`src/rtl/cla_pipelined_addsub_if.sv`:
```
// Operand/result handshake bus for cla_pipelined_addsub.
// The master drives operands and out_ready; the slave (the adder) drives results and in_ready.
interface cla_pipelined_addsub_if #(
  parameter int WIDTH = 32
);
  logic             in_valid;
  logic             in_ready;
  logic [WIDTH-1:0] a;
  logic [WIDTH-1:0] b;
  logic             c_in;
  logic             sub;
  logic             out_valid;
  logic             out_ready;
  logic [WIDTH-1:0] sum;
  logic             c_out;
  logic             ovf;
  logic             zero;

  modport master (
    output in_valid, a, b, c_in, sub, out_ready,
    input  in_ready, out_valid, sum, c_out, ovf, zero
  );

  modport slave (
    input  in_valid, a, b, c_in, sub, out_ready,
    output in_ready, out_valid, sum, c_out, ovf, zero
  );
endinterface

```
`src/rtl/cla_pipelined_addsub.sv`:
```
// Pipelined carry-look-ahead adder/subtractor: one GROUP-bit CLA slice per stage,
// carry registered between stages, whole pipe advances or stalls as a unit.
module cla_pipelined_addsub #(
  parameter int WIDTH = 32,
  parameter int GROUP = 16
) (
  input  logic                  clk,
  input  logic                  rst,
  cla_pipelined_addsub_if.slave io_bus
);
  localparam int NSTG = WIDTH / GROUP;
  localparam int NG   = GROUP / 4;

  // 4-bit CLA blocks whose group generate/propagate feed a look-ahead unit.
  function automatic logic [GROUP:0] claSlice(input logic [GROUP-1:0] x,
                                               input logic [GROUP-1:0] y,
                                               input logic             cin);
    logic [GROUP-1:0] g;
    logic [GROUP-1:0] p;
    logic [GROUP-1:0] s;
    logic [NG-1:0]    gg;
    logic [NG-1:0]    gp;
    logic [NG:0]      gc;
    logic             c;
    g = x & y;
    p = x ^ y;
    for (int j = 0; j < NG; j++) begin
      gg[j] = g[4*j+3] | (p[4*j+3] & g[4*j+2]) | (p[4*j+3] & p[4*j+2] & g[4*j+1]) |
              (p[4*j+3] & p[4*j+2] & p[4*j+1] & g[4*j]);
      gp[j] = &p[4*j +: 4];
    end
    gc[0] = cin;
    for (int j = 0; j < NG; j++) begin
      gc[j+1] = gg[j] | (gp[j] & gc[j]);
    end
    s = '0;
    for (int j = 0; j < NG; j++) begin
      c = gc[j];
      for (int i = 0; i < 4; i++) begin
        s[4*j+i] = p[4*j+i] ^ c;
        c        = g[4*j+i] | (p[4*j+i] & c);
      end
    end
    return {gc[NG], s};
  endfunction

  logic [WIDTH-1:0] r_a   [NSTG];
  logic [WIDTH-1:0] r_b   [NSTG];
  logic [WIDTH-1:0] r_sum [NSTG];
  logic [NSTG-1:0]  r_cy;
  logic [NSTG-1:0]  r_v;
  logic             r_ovf;
  logic             r_zero;

  logic [WIDTH-1:0] w_opA     [NSTG];
  logic [WIDTH-1:0] w_opB     [NSTG];
  logic [WIDTH-1:0] w_sumIn   [NSTG];
  logic [WIDTH-1:0] w_sumNext [NSTG];
  logic [GROUP:0]   w_res     [NSTG];
  logic [NSTG-1:0]  w_cin;
  logic [NSTG-1:0]  w_vIn;
  logic             w_adv;
  logic             w_msbCarry;

  assign w_adv = io_bus.out_ready | ~r_v[NSTG-1];

  // Stage 0 takes the live operands (B pre-inverted for subtract); later stages take their predecessor.
  always_comb begin
    w_opA[0]   = io_bus.a;
    w_opB[0]   = io_bus.b ^ {WIDTH{io_bus.sub}};
    w_sumIn[0] = '0;
    w_cin[0]   = io_bus.c_in ^ io_bus.sub;
    w_vIn[0]   = io_bus.in_valid;
    for (int k = 1; k < NSTG; k++) begin
      w_opA[k]   = r_a[k-1];
      w_opB[k]   = r_b[k-1];
      w_sumIn[k] = r_sum[k-1];
      w_cin[k]   = r_cy[k-1];
      w_vIn[k]   = r_v[k-1];
    end
    for (int k = 0; k < NSTG; k++) begin
      w_res[k]     = claSlice(w_opA[k][k*GROUP +: GROUP], w_opB[k][k*GROUP +: GROUP], w_cin[k]);
      w_sumNext[k] = w_sumIn[k];
      w_sumNext[k][k*GROUP +: GROUP] = w_res[k][GROUP-1:0];
    end
    w_msbCarry = w_opA[NSTG-1][WIDTH-1] ^ w_opB[NSTG-1][WIDTH-1] ^ w_sumNext[NSTG-1][WIDTH-1];
  end

  // Data registers only load behind a valid beat, so outputs hold their last result across bubbles.
  always_ff @(posedge clk or posedge rst) begin
    if (rst) begin
      for (int k = 0; k < NSTG; k++) begin
        r_a[k]   <= '0;
        r_b[k]   <= '0;
        r_sum[k] <= '0;
      end
      r_cy   <= '0;
      r_v    <= '0;
      r_ovf  <= 1'b0;
      r_zero <= 1'b0;
    end else if (w_adv) begin
      for (int k = 0; k < NSTG; k++) begin
        r_v[k] <= w_vIn[k];
        if (w_vIn[k]) begin
          r_a[k]   <= w_opA[k];
          r_b[k]   <= w_opB[k];
          r_sum[k] <= w_sumNext[k];
          r_cy[k]  <= w_res[k][GROUP];
        end
      end
      if (w_vIn[NSTG-1]) begin
        r_ovf  <= w_msbCarry ^ w_res[NSTG-1][GROUP];
        r_zero <= (w_sumNext[NSTG-1] == '0);
      end
    end
  end

  assign io_bus.in_ready  = w_adv;
  assign io_bus.out_valid = r_v[NSTG-1];
  assign io_bus.sum       = r_sum[NSTG-1];
  assign io_bus.c_out     = r_cy[NSTG-1];
  assign io_bus.ovf       = r_ovf;
  assign io_bus.zero      = r_zero;
endmodule
```
`src/flat_wrapper.sv`:
```
// flat-port wrapper written by rule: the top's interface ports become plain ports
module cla_pipelined_addsub_flat 
#(
  parameter int WIDTH = 32,
  parameter int GROUP = 16
)
  (clk, rst, io_bus_in_valid, io_bus_a, io_bus_b, io_bus_c_in, io_bus_sub, io_bus_out_ready, io_bus_in_ready, io_bus_out_valid, io_bus_sum, io_bus_c_out, io_bus_ovf, io_bus_zero);
  cla_pipelined_addsub_if #(.WIDTH(WIDTH)) io_bus_i ();
  input  logic clk;
  input  logic rst;
  input wire logic [$bits(io_bus_i.in_valid)-1:0] io_bus_in_valid;
  input wire logic [$bits(io_bus_i.a)-1:0] io_bus_a;
  input wire logic [$bits(io_bus_i.b)-1:0] io_bus_b;
  input wire logic [$bits(io_bus_i.c_in)-1:0] io_bus_c_in;
  input wire logic [$bits(io_bus_i.sub)-1:0] io_bus_sub;
  input wire logic [$bits(io_bus_i.out_ready)-1:0] io_bus_out_ready;
  output wire logic [$bits(io_bus_i.in_ready)-1:0] io_bus_in_ready;
  output wire logic [$bits(io_bus_i.out_valid)-1:0] io_bus_out_valid;
  output wire logic [$bits(io_bus_i.sum)-1:0] io_bus_sum;
  output wire logic [$bits(io_bus_i.c_out)-1:0] io_bus_c_out;
  output wire logic [$bits(io_bus_i.ovf)-1:0] io_bus_ovf;
  output wire logic [$bits(io_bus_i.zero)-1:0] io_bus_zero;
  assign io_bus_i.in_valid = io_bus_in_valid;
  assign io_bus_i.a = io_bus_a;
  assign io_bus_i.b = io_bus_b;
  assign io_bus_i.c_in = io_bus_c_in;
  assign io_bus_i.sub = io_bus_sub;
  assign io_bus_i.out_ready = io_bus_out_ready;
  assign io_bus_in_ready = io_bus_i.in_ready;
  assign io_bus_out_valid = io_bus_i.out_valid;
  assign io_bus_sum = io_bus_i.sum;
  assign io_bus_c_out = io_bus_i.c_out;
  assign io_bus_ovf = io_bus_i.ovf;
  assign io_bus_zero = io_bus_i.zero;
  cla_pipelined_addsub #(.WIDTH(WIDTH), .GROUP(GROUP)) u_core (.clk(clk), .rst(rst), .io_bus(io_bus_i));
endmodule
```
`config.mk`:
```
export PLATFORM = sky130hd
export DESIGN_NAME = cla_pipelined_addsub_flat
export DESIGN_NICKNAME = d
export VERILOG_FILES = /design/src/rtl/cla_pipelined_addsub_if.sv /design/src/rtl/cla_pipelined_addsub.sv /design/src/flat_wrapper.sv
export SDC_FILE = /design/constraint.sdc
export NUM_CORES = 1
export LEC_CHECK = 0
export CORE_MARGIN = 5
export CORE_UTILIZATION = 45
export CTS_CLUSTER_SIZE = 8
export DETAILED_ROUTE_END_ITERATION = 6
export GPL_TIMING_DRIVEN = 0
export PLACE_DENSITY_LB_ADDON = 0.15
export SETUP_SLACK_MARGIN = 0.3
export SYNTH_ARGS = -nofsm -noshare
export SYNTH_HDL_FRONTEND = slang
export SYNTH_SLANG_ARGS = --single-unit
```
`constraint.sdc`:
```
create_clock -name clk -period 3.75 [get_ports clk]
set_input_delay 0.375 -clock clk [delete_from_list [all_inputs] [get_ports clk]]
set_output_delay 0.375 -clock clk [all_outputs]
set_load 0.02 [all_outputs]
```
==> flow_summary.ini <==
[timing]
hold_violations = 0
fmax_ghz = 0.296
finalMaxSlewViolations = 0
slew_headroom = 0.554
setup_viol = 0
finalSetupTns_ns = 0
tightest_slew_ns = 0.670
min_period_ns = 3.38
rsz0062_at_grt = yes
finalCritPeriodShare = 0.902
finClkSkew_ns = 0.00531

[min_path]
holdCritPathClass = primary input to asynchronous set/reset pin

[finish]
utilization = 0.599
fillers = 968
num_antenna_cells = 0
postLayoutCellArea_um2 = 6780
nNetsFinal = 715
drive_gt1_frac = 0.199
syn_to_final_growth_pct = 31.5

[critical_path]
worstRegToRegCells = 12
cp_common_cell = fa_2
crit_chain = ha_1, a21oi_2, nor2_1, nor3_2, o21ai_2, a21o_1, fa_2, fa_2, fa_2, nor4b_4, nand4_1, o41ai_2
slowest_stage = fa_2
worstReg2RegEnd = u_core.io_bus.zero
rrSetupSlack_ns = 0.37
rr_startpoint = u_core.r_a[48]
crit_path_end = u_core.io_bus.zero
cp.required_ns = 3.98
end_kind = register
arrival_ns = 3.61
worstSetupPathType = register to register
crit_path_start = u_core.r_a[48]
critPathMaxFanout = 3
crit_path_start_kind = register
max_stage_delay_ns = 0.46

[grt]
use_met1 = 0.245
grt_usage = 0.187
grt_use_met2 = 0.317
grt_pass1_wl_mm = 19.6
grt_use_met3 = 0.0355
overflow = 0
grt_max_degree = 48
grt-busiest-layer = met2
antenna_found_initial = 0
grt_pass1_vias = 3997

[power]
ir_drop_mv = 0.347
power_mw = 4.30
power-per-cell-area_nw_per_um2 = 634
leakage_nw = 3.12

[yosys]
ys_top_cells_by_area = dfrtp_1 (42%), fa_1 (9.3%), mux2_2 (9.0%), ha_1 (7.8%), buf_4 (5.0%)
yosysTopAreaCellShare = 0.417
yosysMostFrequentCell = dfrtp_1
ys_types = 38
synthTopCellsByCount = dfrtp_1 (86), nand2_1 (47), inv_1 (42)
syn_inst = 469
synth_top_area_cell = dfrtp_1
synth_fp_nets = 595
avgSynthCellArea_um2 = 11.0
yosysWarnings = 0
ys_seq_elements = 86
ys_async_sr_fraction = 1.00
synth_flop_cell = dfrtp_1
synth-edff-count = 0
syn_area_um2 = 5160
ys_seq_area_frac = 0.417

[place]
hpwlAfterDp_mm = 9.46
postPlaceCellArea_um2 = 6420
routabilityCongestion = 0.879
io_buffers = 105

[die]
coreArea_um2 = 11300
die_h_um = 117
num_rows = 39
fp.dieW_um = 117
io_pins = 107
start_util = 0.455
die_area_um2 = 13700

[route]
dr_total_vias = 3710
drt-total-wl_mm = 11.8
wl_per_cell_um = 16.0
viasPerCell = 5.03
ant_nets = 0
drtPass1Iterations = 4
first_iter_violations = 130
drcViolationCount = 0

[cts]
clk_pin_slew_worst_paths_ns = 0.06
hold_buffers = 0
clock_latency_ns = 0.33
cts-root-buf = clkbuf_16
clock_sinks = 86
cts.htree.levels = 3
clock_path_buffers = 2
cts_buffers = 9
cts_tree = done

[flow_run]
maxCapViolCount = 0

[outcome]
status = finished clean
## logic make-up (layout without fill, tap and decap cells)
kind of cell    Yosys count  count (layout)  synth area share
fa+ha+maj                56              56             0.171
compound gates           78              78            0.0886
flops                    86              86             0.417
mux                      41              41            0.0895
xor+xnor                 41              41            0.0711
simple gates             76              76            0.0694
buf+inv                  91             216            0.0932
## flip-flops by register name, summed over array words and instances, names as in the netlist
| name | count |
|---|---|
| u_core.io_bus.sum | 32 |
| u_core.r_a | 16 |
| u_core.r_b | 16 |
| u_core.r_sum | 16 |
| u_core.r_cy | 2 |
| u_core.r_v | 2 |
| u_core.io_bus.ovf | 1 |
| u_core.io_bus.zero | 1 |
## cell type report
type / instances / area, um^2 / area share
buffer: 49 / 323 / 0.0476
timing repair buffer: 109 / 1100 / 0.162
clock inverter: 4 / 47.5 / 0.00701
sequential: 86 / 2150 / 0.317
multi-input combinational: 292 / 2580 / 0.381
clock buffer: 12 / 236 / 0.0349
tap: 143 / 179 / 0.0264
inverter: 42 / 160 / 0.0236
## what timing repair did
action	4_1_cts	5_1_grt
gates resized for setup	7	3
pin swaps	8	2
buffers inserted	3	0
endpoints found under the setup margin	2	1
## critical path, delay by kind of cell, from the launching register on
kind,cells,cell delay (ns)
and+or+nand+nor,4,0.72
adders and majority gates,4,1.47
AOI/OAI and AO/OA,4,0.70
DFF,1,0.40
## stage by stage
step           cells  setup WS, ns  hold WS, ns
6_report         737         0.367        0.436
5_1_grt          737         0.192        0.475
4_1_cts          737         0.303        0.440
3_5_place_dp     718        -0.151        0.474
3_3_place_gp     717        -0.198        0.464
2_1_floorplan    469         0.334        0.451
## cell usage in the layout (no fill, tap or decap), drive strengths merged, types with 20 or more instances in the layout
| cell type | instances |
|---|---|
| buf | 47 |
| nand2 | 48 |
| inv | 42 |
| fa | 24 |
| dfrtp | 86 |
| clkdlybuf4s50 | 105 |
| mux2 | 41 |
| a21oi | 20 |
| xor2 | 26 |
| ha | 32 |
| o21ai | 40 |
## worst min-delay path by stage
| stage | startpoint | to | slack [ns] | depth (start not counted) |
|---|---|---|---|---|
| 2_1_floorplan | u_core.io_bus.sum[16] | u_core.io_bus.sum[16] | 0.45 | 2 |
| 3_3_place_gp | u_core.io_bus.sum[31] | u_core.io_bus.sum[31] | 0.46 | 2 |
| 3_5_place_dp | u_core.io_bus.sum[31] | u_core.io_bus.sum[31] | 0.47 | 2 |
| 4_1_cts | io_bus_sub | u_core.r_b[58] | 0.44 | 4 |
| 5_1_grt | io_bus_sub | u_core.r_b[58] | 0.47 | 4 |
| 6_report | rst | u_core.r_sum[33] | 0.44 | 2 |
## report_power, final
group,total [mW],internal [mW],switching (mW)
Sequential,1.45,1.23,0.213
Clock,0.857,0.514,0.342
Combinational,2.00,1.08,0.916
## routing by layer
| layer | share of wire | wire length, um |
|---|---|---|
| met1 | 0.44 | 5160 |
| met2 | 0.51 | 5970 |
| met3 | 0.044 | 514 |
| met4 | 0.014 | 165 |
| met5 | 0 | 0 |
Power figures use the tool's default switching activity.
